--- src/rtl/bmc_rx_decoder.sv ---
// ---------------------------------------------------------------------------
// bmc_rx_decoder
//
// Receive side of a USB-PD BMC link for the bench. Takes the digitized CC
// comparator output, synchronizes it, learns the unit interval (UI) from the
// preamble and then turns edge-to-edge intervals into bits. A full-UI interval
// is a 0; two consecutive half-UI intervals are a 1. Reception ends when the
// line has been quiet for IDLE_CYC cycles.
//
// Parameters
//   CNT_W     interval counter width (counter saturates at all-ones)
//   TRAIN_IV  preamble intervals summed for UI training (24 intervals = 16 UI)
//   IDLE_CYC  quiet cycles that terminate a reception
//
// Ports
//   clk         sample clock
//   rst         asynchronous active-high reset
//   en          receiver enable; low forces IDLE
//   comp_cc     asynchronous comparator output (CC > 550 mV)
//   rx_bit      decoded bit, qualified by rx_bit_vld
//   rx_bit_vld  one-cycle bit strobe
//   rx_active   high while training or receiving
//   cc_idle     high while idle (always ~rx_active)
//   rx_end      one-cycle pulse when a reception ends by timeout
//   rx_err      sticky error, cleared when the next packet starts
//   ui_len      trained UI in clock cycles, held until the next training
// ---------------------------------------------------------------------------
module bmc_rx_decoder #(
    parameter int CNT_W    = 8,
    parameter int TRAIN_IV = 24,
    parameter int IDLE_CYC = 160
) (
    input  logic             clk,
    input  logic             rst,
    input  logic             en,
    input  logic             comp_cc,
    output logic             rx_bit,
    output logic             rx_bit_vld,
    output logic             rx_active,
    output logic             cc_idle,
    output logic             rx_end,
    output logic             rx_err,
    output logic [CNT_W-1:0] ui_len
);

    // The accumulator holds TRAIN_IV intervals; 5 extra bits cover the sum.
    localparam int ACC_W = CNT_W + 5;
    localparam int IVN_W = $clog2(TRAIN_IV + 1);

    typedef enum logic [1:0] {ST_IDLE, ST_TRAIN, ST_RECV} state_t;

    state_t           state, state_d;
    logic             s1, s2, s3;
    logic [CNT_W-1:0] cnt, cnt_d;
    logic [ACC_W-1:0] acc, acc_d, acc_sum;
    logic [IVN_W-1:0] iv_n, iv_n_d;
    logic             half_pend, half_pend_d;
    logic             rx_bit_d, rx_bit_vld_d, rx_end_d, rx_err_d;
    logic [CNT_W-1:0] ui_len_d;
    logic [CNT_W-1:0] thr, glitch_lim;
    logic             cc_edge, timeout;

    // s1 is the metastability stage; edges are taken between s2 and s3.
    assign cc_edge    = s2 ^ s3;
    // An edge in the same cycle as the timeout count wins.
    assign timeout    = !cc_edge && (cnt == CNT_W'(IDLE_CYC));
    // Anything shorter than 3/4 UI is a half interval; below 1/4 UI a glitch.
    assign thr        = ui_len - (ui_len >> 2);
    assign glitch_lim = ui_len >> 2;
    assign acc_sum    = acc + ACC_W'(cnt);

    always_comb begin
        // NOTE: every variable gets a default before any branch so no path
        // leaves one unassigned; that keeps this block free of latches.
        state_d      = state;
        acc_d        = acc;
        iv_n_d       = iv_n;
        half_pend_d  = half_pend;
        rx_bit_d     = rx_bit;
        rx_bit_vld_d = 1'b0;
        rx_end_d     = 1'b0;
        rx_err_d     = rx_err;
        ui_len_d     = ui_len;

        // cnt measures the interval ending at each edge, independent of state.
        if (cc_edge) begin
            cnt_d = CNT_W'(1);
        end else if (cnt != '1) begin
            cnt_d = cnt + CNT_W'(1);
        end else begin
            cnt_d = cnt;
        end

        if (!en) begin
            // Disable returns the decoder to its reset-visible outputs but
            // keeps the trained UI.
            state_d     = ST_IDLE;
            half_pend_d = 1'b0;
            rx_err_d    = 1'b0;
            rx_bit_d    = 1'b0;
        end else begin
            case (state)
                ST_IDLE: begin
                    // First edge is the start of preamble bit 0.
                    if (cc_edge) begin
                        state_d     = ST_TRAIN;
                        acc_d       = '0;
                        iv_n_d      = '0;
                        half_pend_d = 1'b0;
                        rx_err_d    = 1'b0;
                    end
                end
                ST_TRAIN: begin
                    if (cc_edge) begin
                        acc_d  = acc_sum;
                        iv_n_d = iv_n + IVN_W'(1);
                        if (iv_n == IVN_W'(TRAIN_IV - 1)) begin
                            // TRAIN_IV preamble intervals span 16 UI.
                            ui_len_d = CNT_W'(acc_sum >> 4);
                            state_d  = ST_RECV;
                        end
                    end else if (timeout) begin
                        state_d = ST_IDLE;
                    end
                end
                ST_RECV: begin
                    if (cc_edge) begin
                        if (cnt < glitch_lim) begin
                            rx_err_d = 1'b1;
                        end
                        if (cnt >= thr) begin
                            // A full interval while a half is outstanding means
                            // the lone half was lost; flag it and resync.
                            if (half_pend) begin
                                rx_err_d = 1'b1;
                            end
                            half_pend_d  = 1'b0;
                            rx_bit_d     = 1'b0;
                            rx_bit_vld_d = 1'b1;
                        end else if (half_pend) begin
                            half_pend_d  = 1'b0;
                            rx_bit_d     = 1'b1;
                            rx_bit_vld_d = 1'b1;
                        end else begin
                            half_pend_d = 1'b1;
                        end
                    end else if (timeout) begin
                        state_d     = ST_IDLE;
                        rx_end_d    = 1'b1;
                        half_pend_d = 1'b0;
                        if (half_pend) begin
                            rx_err_d = 1'b1;
                        end
                    end
                end
                default: begin
                    state_d = ST_IDLE;
                end
            endcase
        end
    end

    always_ff @(posedge clk or posedge rst) begin
        if (rst) begin
            s1         <= 1'b0;
            s2         <= 1'b0;
            s3         <= 1'b0;
            cnt        <= '0;
            state      <= ST_IDLE;
            acc        <= '0;
            iv_n       <= '0;
            half_pend  <= 1'b0;
            rx_bit     <= 1'b0;
            rx_bit_vld <= 1'b0;
            rx_end     <= 1'b0;
            rx_err     <= 1'b0;
            ui_len     <= '0;
            rx_active  <= 1'b0;
            cc_idle    <= 1'b1;
        end else begin
            // NOTE: non-blocking assignments make every flop sample the values
            // from before this edge, so the sync chain shifts one stage per clock.
            s1         <= comp_cc;
            s2         <= s1;
            s3         <= s2;
            cnt        <= cnt_d;
            state      <= state_d;
            acc        <= acc_d;
            iv_n       <= iv_n_d;
            half_pend  <= half_pend_d;
            rx_bit     <= rx_bit_d;
            rx_bit_vld <= rx_bit_vld_d;
            rx_end     <= rx_end_d;
            rx_err     <= rx_err_d;
            ui_len     <= ui_len_d;
            rx_active  <= (state_d != ST_IDLE);
            cc_idle    <= (state_d == ST_IDLE);
        end
    end

endmodule
--- config.mk ---
export PLATFORM = sky130hd
export DESIGN_NAME = bmc_rx_decoder
export DESIGN_NICKNAME = d
export VERILOG_FILES = /design/src/rtl/bmc_rx_decoder.sv
export SDC_FILE = /design/constraint.sdc
export NUM_CORES = 1
export LEC_CHECK = 0
export CAP_MARGIN = 20
export CORE_ASPECT_RATIO = 0.9
export CORE_UTILIZATION = 40
export CTS_CLUSTER_DIAMETER = 40
export DETAILED_ROUTE_END_ITERATION = 16
export PLACE_DENSITY_LB_ADDON = 0.2
export REMOVE_ABC_BUFFERS = 1
export SYNTH_ARGS = -nofsm -noshare
export SYNTH_HDL_FRONTEND = slang
export SYNTH_SLANG_ARGS = --single-unit
--- constraint.sdc ---
create_clock -name clk -period 7.2 [get_ports clk]
set_input_delay 2.16 -clock clk [delete_from_list [all_inputs] [get_ports clk]]
set_output_delay 2.16 -clock clk [all_outputs]
set_load 0.05 [all_outputs]
== Yosys cells after proc, flatten, opt, wreduce, memory -nomap -nowiden ==
Cells that the tools add are included.
Storage, ports and cells
  logic and storage cells: 91
  input port bits: 4
  register bits after elaboration: 46
Cells by class
  mux-type cells: 43
  order comparisons: 2
  equality and inequality tests: 14
  bitwise operators: 1
  add/subtract/negate cells: 4
  reduce and logical (&&, ||, !) cells: 12
Operators by type and width (number)
  2-to-1 mux 1 bit: 26
  2-to-1 mux 13 bit: 2
  one-hot mux 13 bit (2 select lines): 1
  2-to-1 mux 8 bit: 2
  adder 13 x 8 -> 13 bit: 1
  2-to-1 mux 2 bit: 6
  AND reduction 4 bit: 3
  2-to-1 mux 5 bit: 2
  one-hot mux 5 bit (2 select lines): 1
  adder 8 x 1 -> 8 bit, second input constant: 1
  == test 8 bit, second input constant: 1
  greater-or-equal comparator 8 bit: 1
  < comparator 8 x 6 -> 1 bit: 1
  != test 4 bit, second input constant: 2
  != test 8 bit, second input constant: 1
  subtractor 8 x 6 -> 8 bit: 1
  != test 3 x 1 -> 1 bit, second input constant: 2
  one-hot mux 2 bit (3 select lines): 1
  AND reduction 3 bit: 2
  nonzero test 2 bit: 3
  adder 5 x 1 -> 5 bit, second input constant: 1
  == test 5 bit, second input constant: 1
  logical NOT 2 bit: 2
  != test 2 x 1 -> 1 bit, second input constant: 2
  8 further kinds: 10

== Depth between registers and ports, before layout ==
  depth after elaboration: 8
  gate-level depth with buffers: 14
  depth with buffers taken out: 14

== Worst setup path before layout ==
OpenSTA, ideal clock, no wires.
  kind: input-to-reg
  from: in en
  to: reg ui_len[6]
  arrival: 3287 ps
  setup time: 87 ps
  cell stages on the path: 5
  setup slack: 3827 ps
  path through: clkbuf_2 > and2b_1 > nand4_4 > or4_1 > o211ai_1
Between the ends
  cells in the longest elaborated chain, start to end: 1
RTL lines
  start, declared: line 35  | input logic en,
  AND reduction 4 bit (no line)
  end signal, assigned: line 195  | ui_len <= ui_len_d;
  end, declared: line 43  | output logic [CNT_W-1:0] ui_len
No other way between the ends.
A chain may end at the register's enable or synchronous reset.

== Final worst setup path ==
  from: in en
  to: reg acc[11]
Between the ends
  cells in the longest elaborated chain, start to end: 1
RTL lines
  AND reduction 4 bit (no line)
  end signal, assigned: line 170  | acc <= '0;
  end signal, assigned: line 188  | acc <= acc_d;
  end, declared: line 55  | logic [ACC_W-1:0] acc, acc_d, acc_sum;
No other way between the ends.

==> impl_results.md <==
- Placer Congestion: 0.8326
- Antenna violations before repair: 0
- Final Cycle Share: 0.5648
- HP Class: reg2reg
- Post-synth EDFFs: 0
- Power consumption: 0.0005726 W
- H-tree levels: 2
- Chip width: 93.47 µm
- Port bufs: 17
- Cell Rows: 29
- Most common cell after layout, fill and taps aside: dfrtp_1
- Pin count of the biggest net entering global routing: 46
- Die area: 0.007881 mm²
- Pwr/cell area: 168.7 mW/mm²
- Vias: 2,377
- Hold-fix buffers, CTS: 0
- Headroom to the max-slew limit: 0.4510
- Final period demand of the worst path: 4.067 ns
- Drt drc: 0
- Vias in the first global route: 2,276
- Aggregate global routing overflow: 0
- Final setup fails: 0
- FMAX: 0.2459 GHz
- Ports: 18
- Final wirelength: 6659 µm
- Syn Inst Count: 314
- Setup Fix Bufs, Post-CTS: 0
- Syn Std Cell Area: 0.003012 mm²
- Gr usage total: 0.1860
- Outcome: finished, final reports clean
- Fin. max-slew vios: 0
- Flops & latches, synth: 45
- Synthesis Warnings: 0
- Max-cap violation count: 0
- Clock transition at path regs: 0.09 ns
- Fillers: 702
- Peak supply drop: 0.00006660 V
- Fraction of registers with async set/reset: 1.000
- Post-route ant nets: 0
- Layout cells sized above 1: 0.06024
- Sequential cell area: 0.001127 mm²
- Avg Cell Area, Syn: 9.591 µm²
- Layout Area Growth over Synthesis: 12.67%
- Unrepaired setup endpoints after global routing: false
- Vias/cell: 5.593
- Kind of critical path: in2reg
- Height of the chip: 84.32 µm
- DP HPWL: 4894 µm
- Top FF cell, synth: dfrtp_1
- CTS resizes: 0
- Worst-Skew Late Latency: 0.30 ns
- Initial Util: 0.4192
- CTS tree: done
- Total CTS buffers: 5
- Worst Tran Pin Value: 0.8177 ns
- Leakage: 1.539 nW
- Required time worst endpoint: 7.42 ns
- Commonest non-fill, non-tap cells in the layout: dfrtp_1, ha_1, nand2_1
- Root Buffer: clkbuf_8
- 1st-iter DRT viols: 97
- Nets: 367
- Sequential share of the synthesized area: 0.3743
- Worst clock skew: 0.01781 ns
- Area of the multi-input gates: 0.001758 mm²
- Buffer depth of the longest clock path: 2
- Ant. Diodes: 0
- First-pass GRT wire length: 11,540 µm
- Final number of hold-violating endpoints: 0
- Setup crit end kind: flop
- Wirelength per Cell: 15.67 µm
- WP data arrival: 4.28 ns
- Setup crit start kind: input port
- Synth cell types: 57
- CP max FO: 24
- Area of the core: 0.007184 mm²
- # clock sinks: 45
- Detailed Routing Iterations Pass 1: 5
- Setup_tns: 0 ns
[layout make-up]
cell class	instances	area share
multi-input cells	236	0.5181
flip-flops and latches	45	0.3322
repair buffers	18	0.05605
well taps	93	0.03429
inverters	25	0.02765
clock buffers	6	0.02139
clock inverters	2	0.01032
[critical path, stage by stage]
cell and delay, ns:
clkdlybuf4s50_1 0.63, and2b_1 0.30, nand2_1 0.49, nor2_1 0.43, o2111ai_1 0.16, o21ai_0 0.09
[routing by layer]
layer  up-vias  track usage  part of all wire
met2        30       0.2941              0.45
met5         -            0                 0
met1      1154       0.2722              0.52
met3         2      0.02717             0.023
li1       1191            -                 -
met4         0      0.03357            0.0050
[report_power, final]
part	internal, W	total [W]	leakage (nW)	switching [W]
clock	0.000103	0.000190	0.0552	0.0000867
combinational	0.0000370	0.0000847	0.892	0.0000477
sequential	0.000269	0.000298	0.591	0.0000289
[metrics by stage]
stage	cells	instance area, µm²	hold slack (ns)	utilization	worst slack [ns]
after floorplan	306	2979	0.3312	-	3.898
after global placement	416	3266	0.3343	0.4545	2.933
after detailed placement	416	3266	0.3347	0.4545	2.842
after CTS	424	3373	0.3554	0.4695	3.156
after global routing	425	3393	0.3628	0.4723	2.937
final	425	3393	0.3533	0.4723	3.133
[final timing paths]
check	slack, ns	endpoint	cells past startpoint	from
max reg2reg	4.19	rx_bit_vld$_DFF_PP0_	13	ui_len[2]$_DFFE_PP0P_
min in group asynchronous	2.04	iv_n[0]$_DFFE_PP0P_	2	rst
min	0.35	s2$_DFF_PP0_	0	s1$_DFF_PP0_
max in group asynchronous	4.68	cc_idle$_DFF_PP1_	3	rst
min reg2reg	0.35	s2$_DFF_PP0_	0	s1$_DFF_PP0_
max	3.13	acc[11]$_DFFE_PP0P_	6	en
[synth_stat cells (5+ instances only)]
master / instances / area (µm²)
a21oi_1: 16 / 80.08
a31oi_1: 7 / 43.79
and3_1: 6 / 37.54
clkbuf_1: 6 / 22.52
dfrtp_1: 44 / 1101
ha_1: 30 / 375.4
inv_1: 24 / 90.09
nand2_1: 26 / 97.59
nand2b_1: 5 / 31.28
nand3_1: 9 / 45.04
nor2_1: 12 / 45.04
nor3_1: 5 / 25.02
o2111ai_1: 5 / 43.79
o211ai_1: 10 / 75.07
o21ai_0: 25 / 125.1
xnor2_1: 11 / 96.34
xor2_1: 5 / 43.79
[kinds of logic after synthesis]
logic type | count (synthesis) | share of synthesized area
XOR/XNOR | 17 | 0.05193
buffers and inverters | 33 | 0.04196
flip-flops | 45 | 0.3743
AO/OA/AOI/OAI | 92 | 0.2098
multiplexers | 4 | 0.01413
AND/OR/NAND/NOR | 91 | 0.1699
adder cells (fa/ha/maj) | 32 | 0.1379
[registers in the layout, summed over array words and instances, names as in the netlist, 2 cells and up]
signal  flops
acc        12
cnt         8
iv_n        5
state       2
ui_len      8
No activity file was read; power rests on OpenSTA's default activity.
